--- src/rtl/i2c_tx_frame_fetch_if.sv ---
// FIFO read port plus payload byte stream between the frame fetcher and its neighbours.
// master = the fetcher; slave = the FIFO read side and the I2C byte engine.
interface i2c_tx_frame_fetch_if #(
    parameter int DATASIZE = 8
);
    logic                rempty;
    logic [DATASIZE-1:0] rd_data;
    logic                rd_en;
    logic                m_valid;
    logic                m_ready;
    logic [DATASIZE-1:0] m_data;
    logic                m_last;

    modport master (
        input  rempty, rd_data, m_ready,
        output rd_en, m_valid, m_data, m_last
    );

    modport slave (
        output rempty, rd_data, m_ready,
        input  rd_en, m_valid, m_data, m_last
    );
endinterface

--- src/rtl/i2c_tx_frame_fetch.sv ---
// Read-side sequencer for the AXI->I2C async FIFO: pops length-prefixed frames
// (header N, then N payload bytes) and streams the payload with a last flag.
//
// state | meaning
// IDLE  | not fetching; enable moves to HDR
// HDR   | popping the header byte (payload count N)
// DATA  | popping payload bytes and presenting them on the stream
// DRAIN | last byte captured; waiting for its handshake
module i2c_tx_frame_fetch #(
    parameter int DATASIZE = 8,
    parameter int LENSIZE  = 8
) (
    input  logic                     rd_clk,
    input  logic                     rrst_n,
    input  logic                     enable_i,
    input  logic                     abort_i,
    i2c_tx_frame_fetch_if.master     bus,
    output logic [LENSIZE-1:0]       frame_len_o,
    output logic                     busy_o,
    output logic                     zero_len_err_o
);

    typedef enum logic [1:0] {IDLE, HDR, DATA, DRAIN} state_t;

    state_t                state_q;
    logic                  pending_q;
    logic [LENSIZE-1:0]    remaining_q;
    logic [LENSIZE-1:0]    frame_len_q;
    logic                  m_valid_q;
    logic                  m_last_q;
    logic [DATASIZE-1:0]   m_data_q;
    logic                  zero_len_err_q;

    logic                  fetch_state;
    logic                  rd_en_w;
    logic                  handshake;
    logic [LENSIZE-1:0]    rd_len;

    assign fetch_state = (state_q == HDR) || (state_q == DATA);
    // A pop may coincide with the handshake that frees the output register.
    assign rd_en_w     = fetch_state && !bus.rempty && !pending_q && !abort_i &&
                         (!m_valid_q || bus.m_ready);
    assign handshake   = m_valid_q && bus.m_ready;
    assign rd_len      = LENSIZE'(bus.rd_data);

    always_ff @(posedge rd_clk or negedge rrst_n) begin
        if (!rrst_n) begin
            state_q        <= IDLE;
            pending_q      <= 1'b0;
            remaining_q    <= '0;
            frame_len_q    <= '0;
            m_valid_q      <= 1'b0;
            m_last_q       <= 1'b0;
            m_data_q       <= '0;
            zero_len_err_q <= 1'b0;
        end else begin
            zero_len_err_q <= 1'b0;
            if (abort_i) begin
                state_q     <= IDLE;
                pending_q   <= 1'b0;
                remaining_q <= '0;
                m_valid_q   <= 1'b0;
                m_last_q    <= 1'b0;
            end else begin
                pending_q <= rd_en_w;
                if (handshake) begin
                    m_valid_q <= 1'b0;
                    m_last_q  <= 1'b0;
                end
                case (state_q)
                    IDLE: begin
                        if (enable_i) state_q <= HDR;
                    end
                    HDR: begin
                        if (pending_q) begin
                            if (rd_len == '0) begin
                                zero_len_err_q <= 1'b1;
                                state_q        <= IDLE;
                            end else begin
                                frame_len_q <= rd_len;
                                remaining_q <= rd_len;
                                state_q     <= DATA;
                            end
                        end
                    end
                    DATA: begin
                        // A capture never overlaps a handshake: the pop needed the register free.
                        if (pending_q) begin
                            m_data_q  <= bus.rd_data;
                            m_valid_q <= 1'b1;
                            m_last_q  <= (remaining_q == LENSIZE'(1));
                            if (remaining_q != '0) remaining_q <= remaining_q - LENSIZE'(1);
                            if (remaining_q <= LENSIZE'(1)) state_q <= DRAIN;
                        end
                    end
                    DRAIN: begin
                        if (handshake) state_q <= IDLE;
                    end
                    default: state_q <= IDLE;
                endcase
            end
        end
    end

    assign bus.rd_en      = rd_en_w;
    assign bus.m_valid    = m_valid_q;
    assign bus.m_data     = m_data_q;
    assign bus.m_last     = m_last_q;
    assign frame_len_o    = frame_len_q;
    assign busy_o         = (state_q != IDLE);
    assign zero_len_err_o = zero_len_err_q;

endmodule

--- src/flat_wrapper.sv ---
// flat-port wrapper written by rule: the top's interface ports become plain ports
module i2c_tx_frame_fetch_flat 
#(
    parameter int DATASIZE = 8,
    parameter int LENSIZE  = 8
)
  (rd_clk, rrst_n, enable_i, abort_i, frame_len_o, busy_o, zero_len_err_o, bus_rempty, bus_rd_data, bus_m_ready, bus_rd_en, bus_m_valid, bus_m_data, bus_m_last);
  i2c_tx_frame_fetch_if #(.DATASIZE(DATASIZE)) bus_i ();
  input  logic rd_clk;
  input  logic rrst_n;
  input  logic enable_i;
  input  logic abort_i;
  output logic [LENSIZE-1:0] frame_len_o;
  output logic busy_o;
  output logic zero_len_err_o;
  input wire logic [$bits(bus_i.rempty)-1:0] bus_rempty;
  input wire logic [$bits(bus_i.rd_data)-1:0] bus_rd_data;
  input wire logic [$bits(bus_i.m_ready)-1:0] bus_m_ready;
  output wire logic [$bits(bus_i.rd_en)-1:0] bus_rd_en;
  output wire logic [$bits(bus_i.m_valid)-1:0] bus_m_valid;
  output wire logic [$bits(bus_i.m_data)-1:0] bus_m_data;
  output wire logic [$bits(bus_i.m_last)-1:0] bus_m_last;
  assign bus_i.rempty = bus_rempty;
  assign bus_i.rd_data = bus_rd_data;
  assign bus_i.m_ready = bus_m_ready;
  assign bus_rd_en = bus_i.rd_en;
  assign bus_m_valid = bus_i.m_valid;
  assign bus_m_data = bus_i.m_data;
  assign bus_m_last = bus_i.m_last;
  i2c_tx_frame_fetch #(.DATASIZE(DATASIZE), .LENSIZE(LENSIZE)) u_core (.rd_clk(rd_clk), .rrst_n(rrst_n), .enable_i(enable_i), .abort_i(abort_i), .bus(bus_i), .frame_len_o(frame_len_o), .busy_o(busy_o), .zero_len_err_o(zero_len_err_o));
endmodule
--- config.mk ---
export PLATFORM = sky130hd
export DESIGN_NAME = i2c_tx_frame_fetch_flat
export DESIGN_NICKNAME = d
export VERILOG_FILES = /design/src/rtl/i2c_tx_frame_fetch_if.sv /design/src/rtl/i2c_tx_frame_fetch.sv /design/src/flat_wrapper.sv
export SDC_FILE = /design/constraint.sdc
export NUM_CORES = 1
export LEC_CHECK = 0
export ABC_AREA = 1
export BUFFER_PORTS_ARGS = -buffer_cell sky130_fd_sc_hd__buf_2
export CORE_ASPECT_RATIO = 0.7
export CORE_UTILIZATION = 53
export CTS_CLUSTER_DIAMETER = 30
export DETAILED_ROUTE_END_ITERATION = 10
export PLACE_DENSITY = 0.78
export SYNTH_ARGS = -nofsm -noshare
export SYNTH_HDL_FRONTEND = slang
export SYNTH_SLANG_ARGS = --single-unit
--- constraint.sdc ---
create_clock -name rd_clk -period 1.75 [get_ports rd_clk]
set_input_delay 0.0875 -clock rd_clk [delete_from_list [all_inputs] [get_ports rd_clk]]
set_output_delay 0.0875 -clock rd_clk [all_outputs]
set_load 0.01 [all_outputs]
==> impl_metrics.sql <==
INSERT INTO impl_metrics (metric_group, metric, value, unit) VALUES
('outcome', 'status', 'finished clean', ''),
('floorplan', 'floorplan.die.width', '68.1', 'µm'),
('clock_network', 'cts.sinks', '30', ''),
('critical_path', 'startpoint_type', 'flip-flop', ''),
('routing', 'dr.first_iter.drc_count', '168', ''),
('clock_network', 'cts_tree', 'yes', ''),
('critical_path', 'slowest_cell_delay_on_critical_path', '0.42', 'ns'),
('routing', 'met3RoutedLength', '279', 'µm'),
('sta', 'totalNegativeSetupSlack', '0', 'ns'),
('layout', 'antenna_cells_inserted', '0', ''),
('yosys', 'mappedNetlistNets', '229', ''),
('clock_network', 'clock_tree.htree_level_count', '2', ''),
('power', 'power_density', '1600', 'mW/mm²'),
('yosys', 'synth.avg_cell_area', '7.80', 'µm²'),
('layout', 'fin_nets', '272', ''),
('yosys', 'synth_area', '0.00162', 'mm²'),
('routing', 'first_pass_iters', '5', ''),
('critical_path', 'timing_worst_setup_path_type', 'flip-flop to primary output', ''),
('yosys', 'synth.lib_cells_used.distinct', '24', ''),
('sta', 'timing.final.max_slew_violations', '0', ''),
('global_routing', 'pin_count_of_the_biggest_net_entering_global_routing', '31', ''),
('critical_path', 'critPathBufInv', '2', ''),
('global_routing', 'grt_pass1_wl', '5.77', 'mm'),
('sta', 'report.final.setup_viol', '0', ''),
('clock_network', 'cts.path.max_buffers', '2', ''),
('layout', 'synthToLayoutAreaGrowth', '22.1', '%'),
('job', 'drv.max_cap_violation_count', '0', ''),
('critical_path', 'critical-path-slowest-cell', 'dfrtp_2', ''),
('critical_path', 'cp_data_arrival_time', '1.53', 'ns'),
('yosys', 'number_of_flip_flops_and_latches_in_the_synthesized_netlist', '30', ''),
('routing', 'route.detailed.wl_per_inst', '12.7', 'µm'),
('yosys', 'synth_sequential_area_ratio', '0.463', ''),
('layout', 'n_fill_cell', '238', ''),
('power', 'vdd_drop_max', '0.000855', 'V'),
('layout', 'layout-drive-gt1-share', '0.230', ''),
('power', 'net_switching_share_of_the_total_power', '0.426', ''),
('routing', 'route.met2.wl', '1.50', 'mm'),
('global_routing', 'antenna_found_initial', '0', ''),
('routing', 'route.final.wire_length', '3.66', 'mm'),
('placement', 'dpl.cell_count', '278', ''),
('placement', 'place_hpwl', '2.71', 'mm'),
('routing', 'wirelength_met1', '1.82', 'mm'),
('global_routing', 'grt_pass1_vias', '1226', ''),
('floorplan', 'placement_rows', '16', ''),
('clock_network', 'worst_setup_hold_path_clk_slew', '0.06', 'ns'),
('floorplan', 'floorplan_core_area', '0.00284', 'mm²'),
('power', 'power.internal', '1.81', 'mW'),
('routing', 'ant_nets', '0', ''),
('floorplan', 'die_area', '0.00329', 'mm²'),
('critical_path', 'reg2reg_depth', '9', ''),
('sta', 'max_transition_margin', '0.564', ''),
('critical_path', 'cp.required', '1.66', 'ns'),
('floorplan', 'i_o_pin_cnt', '35', ''),
('critical_path', 'timing.critical_path.to_type', 'primary output', ''),
('layout', 'most_frequent_cells_in_the_layout', 'nand2_1 (62), buf_2 (34), dfrtp_1 (29), o21ai_0 (21)', ''),
('critical_path', 'cp_depth', '4', ''),
('power', 'pwr-share-seq', '0.361', ''),
('clock_network', 'cts_made_buffers', '5', ''),
('clock_network', 'clock_latency', '0.29', 'ns'),
('floorplan', 'die_h', '48.3', 'µm'),
('sta', 'tightest_slew', '0.654', 'ns'),
('routing', 'dr.max_layer_used', 'met4', ''),
('yosys', 'cell_count_after_synthesis', '208', ''),
('sta', 'hold_viol_final', '0', ''),
('hold_path', 'timing.hold.worst.class', 'input pin to flip-flop', ''),
('critical_path', 'crit_chain', 'inv_1, ha_1, nor4b_1, buf_2', ''),
('layout', 'post_layout_nonfiller_instances', '288', ''),
('global_routing', 'global_route.overflow_total', '0', ''),
('power', 'clock_power_share', '0.184', ''),
('clock_network', 'clock_root_buffer', 'clkbuf_8', ''),
('power', 'net-switching-power', '1.34', 'mW');
[sequential cells by signal, indices dropped and copies added, names as in the netlist]
| register | flops |
|---|---|
| u_core.bus.m_valid | 1 |
| u_core.state_q | 2 |
| u_core.frame_len_o | 8 |
| u_core.remaining_q | 8 |
| u_core.bus.m_last | 1 |
| u_core.bus.m_data | 8 |
| u_core.pending_q | 1 |
| u_core.zero_len_err_o | 1 |
[timing repair]
action                                  in CTS  in global routing
hold buffers                                 2                  0
endpoints found under the setup margin       0                  8
hold endpoints to repair                    31                  0
gates resized for setup                      0                  4
[area by class of cell]
type,instances,area (µm²),share of cell area
clock buffer,6,82.6,0.0417
clock inverter,2,12.5,0.00632
inverter,22,85.1,0.0430
multi-input combinational,152,782,0.395
sequential,30,752,0.380
tap,36,45.0,0.0228
timing repair buffer,40,220,0.111
[Yosys cell counts (all sizes together)]
cell type | n | area share
nand2 | 64 | 0.16
dfrtp | 30 | 0.46
o21ai | 30 | 0.093
nor2 | 24 | 0.068
inv | 22 | 0.052
nand3 | 9 | 0.028
ha | 7 | 0.054
a21oi | 5 | 0.015
nand4 | 5 | 0.019
buf | 3 | 0.0093
nor4b | 2 | 0.011
a211oi | 1 | 0.0046
a31oi | 1 | 0.0039
clkbuf | 1 | 0.0023
nor4 | 1 | 0.0039
o21bai | 1 | 0.0046
xnor2 | 1 | 0.0054
xor2 | 1 | 0.0054
[power groups by stage]
stage               Sequential [mW]  Clock, mW  Combinational, mW
floorplan                      1.20          0              0.893
global placement               1.15          0               1.37
detailed placement             1.14          0               1.39
CTS                            1.13      0.589               1.40
global route                   1.19      0.631               1.62
finish                         1.14      0.582               1.44
[worst min-delay path, delay by kind of cell]
family | cells | cell delay (ns)
buffers and inverters | 2 | 0.19
AO/OA/AOI/OAI | 1 | 0.07
[layer usage]
| layer | GRT usage | up-vias |
|---|---|---|
| li1 | - | 760 |
| met4 | 0.0750 | 0 |
| met3 | 0.0911 | 10 |
| met2 | 0.357 | 58 |
| met5 | 0 | - |
| met1 | 0.365 | 667 |
[final timing paths]
| check | from | end | slack [ns] |
|---|---|---|---|
| hold / removal | bus_rd_data[1] | u_core.frame_len_o[1] | 0.1 |
| hold reg to reg | u_core.bus.m_data[3] | u_core.bus.m_data[3] | 0.48 |
| max in group asynchronous | rrst_n | u_core.state_q[1] | 0.92 |
| setup reg to reg | u_core.state_q[0] | u_core.remaining_q[3] | 0.16 |
| min in group asynchronous | rrst_n | u_core.frame_len_o[5] | 0.36 |
| setup / recovery | u_core.state_q[1] | bus_rd_en | 0.13 |
[through the flow]
step                      hold slack (ns)   util  instance area [µm²]  total power [mW]  setup slack [ns]
after floorplan                    -0.208      -                 1620              2.09             0.155
after global placement              0.149  0.650                 1850              2.51             0.180
after detailed placement            0.153  0.650                 1850              2.54             0.105
after CTS                          0.0969  0.691                 1960              3.13            0.0915
after global routing               0.0996  0.696                 1980              3.44           0.00817
final                              0.0981  0.696                 1980              3.16             0.130
[cells by family after synthesis]
group | synth area share
buf+inv | 0.0640
fa+ha+maj | 0.0540
flops | 0.463
compound gates | 0.121
simple gates | 0.287
xor+xnor | 0.0108
No activity file was read; power rests on OpenSTA's default activity.
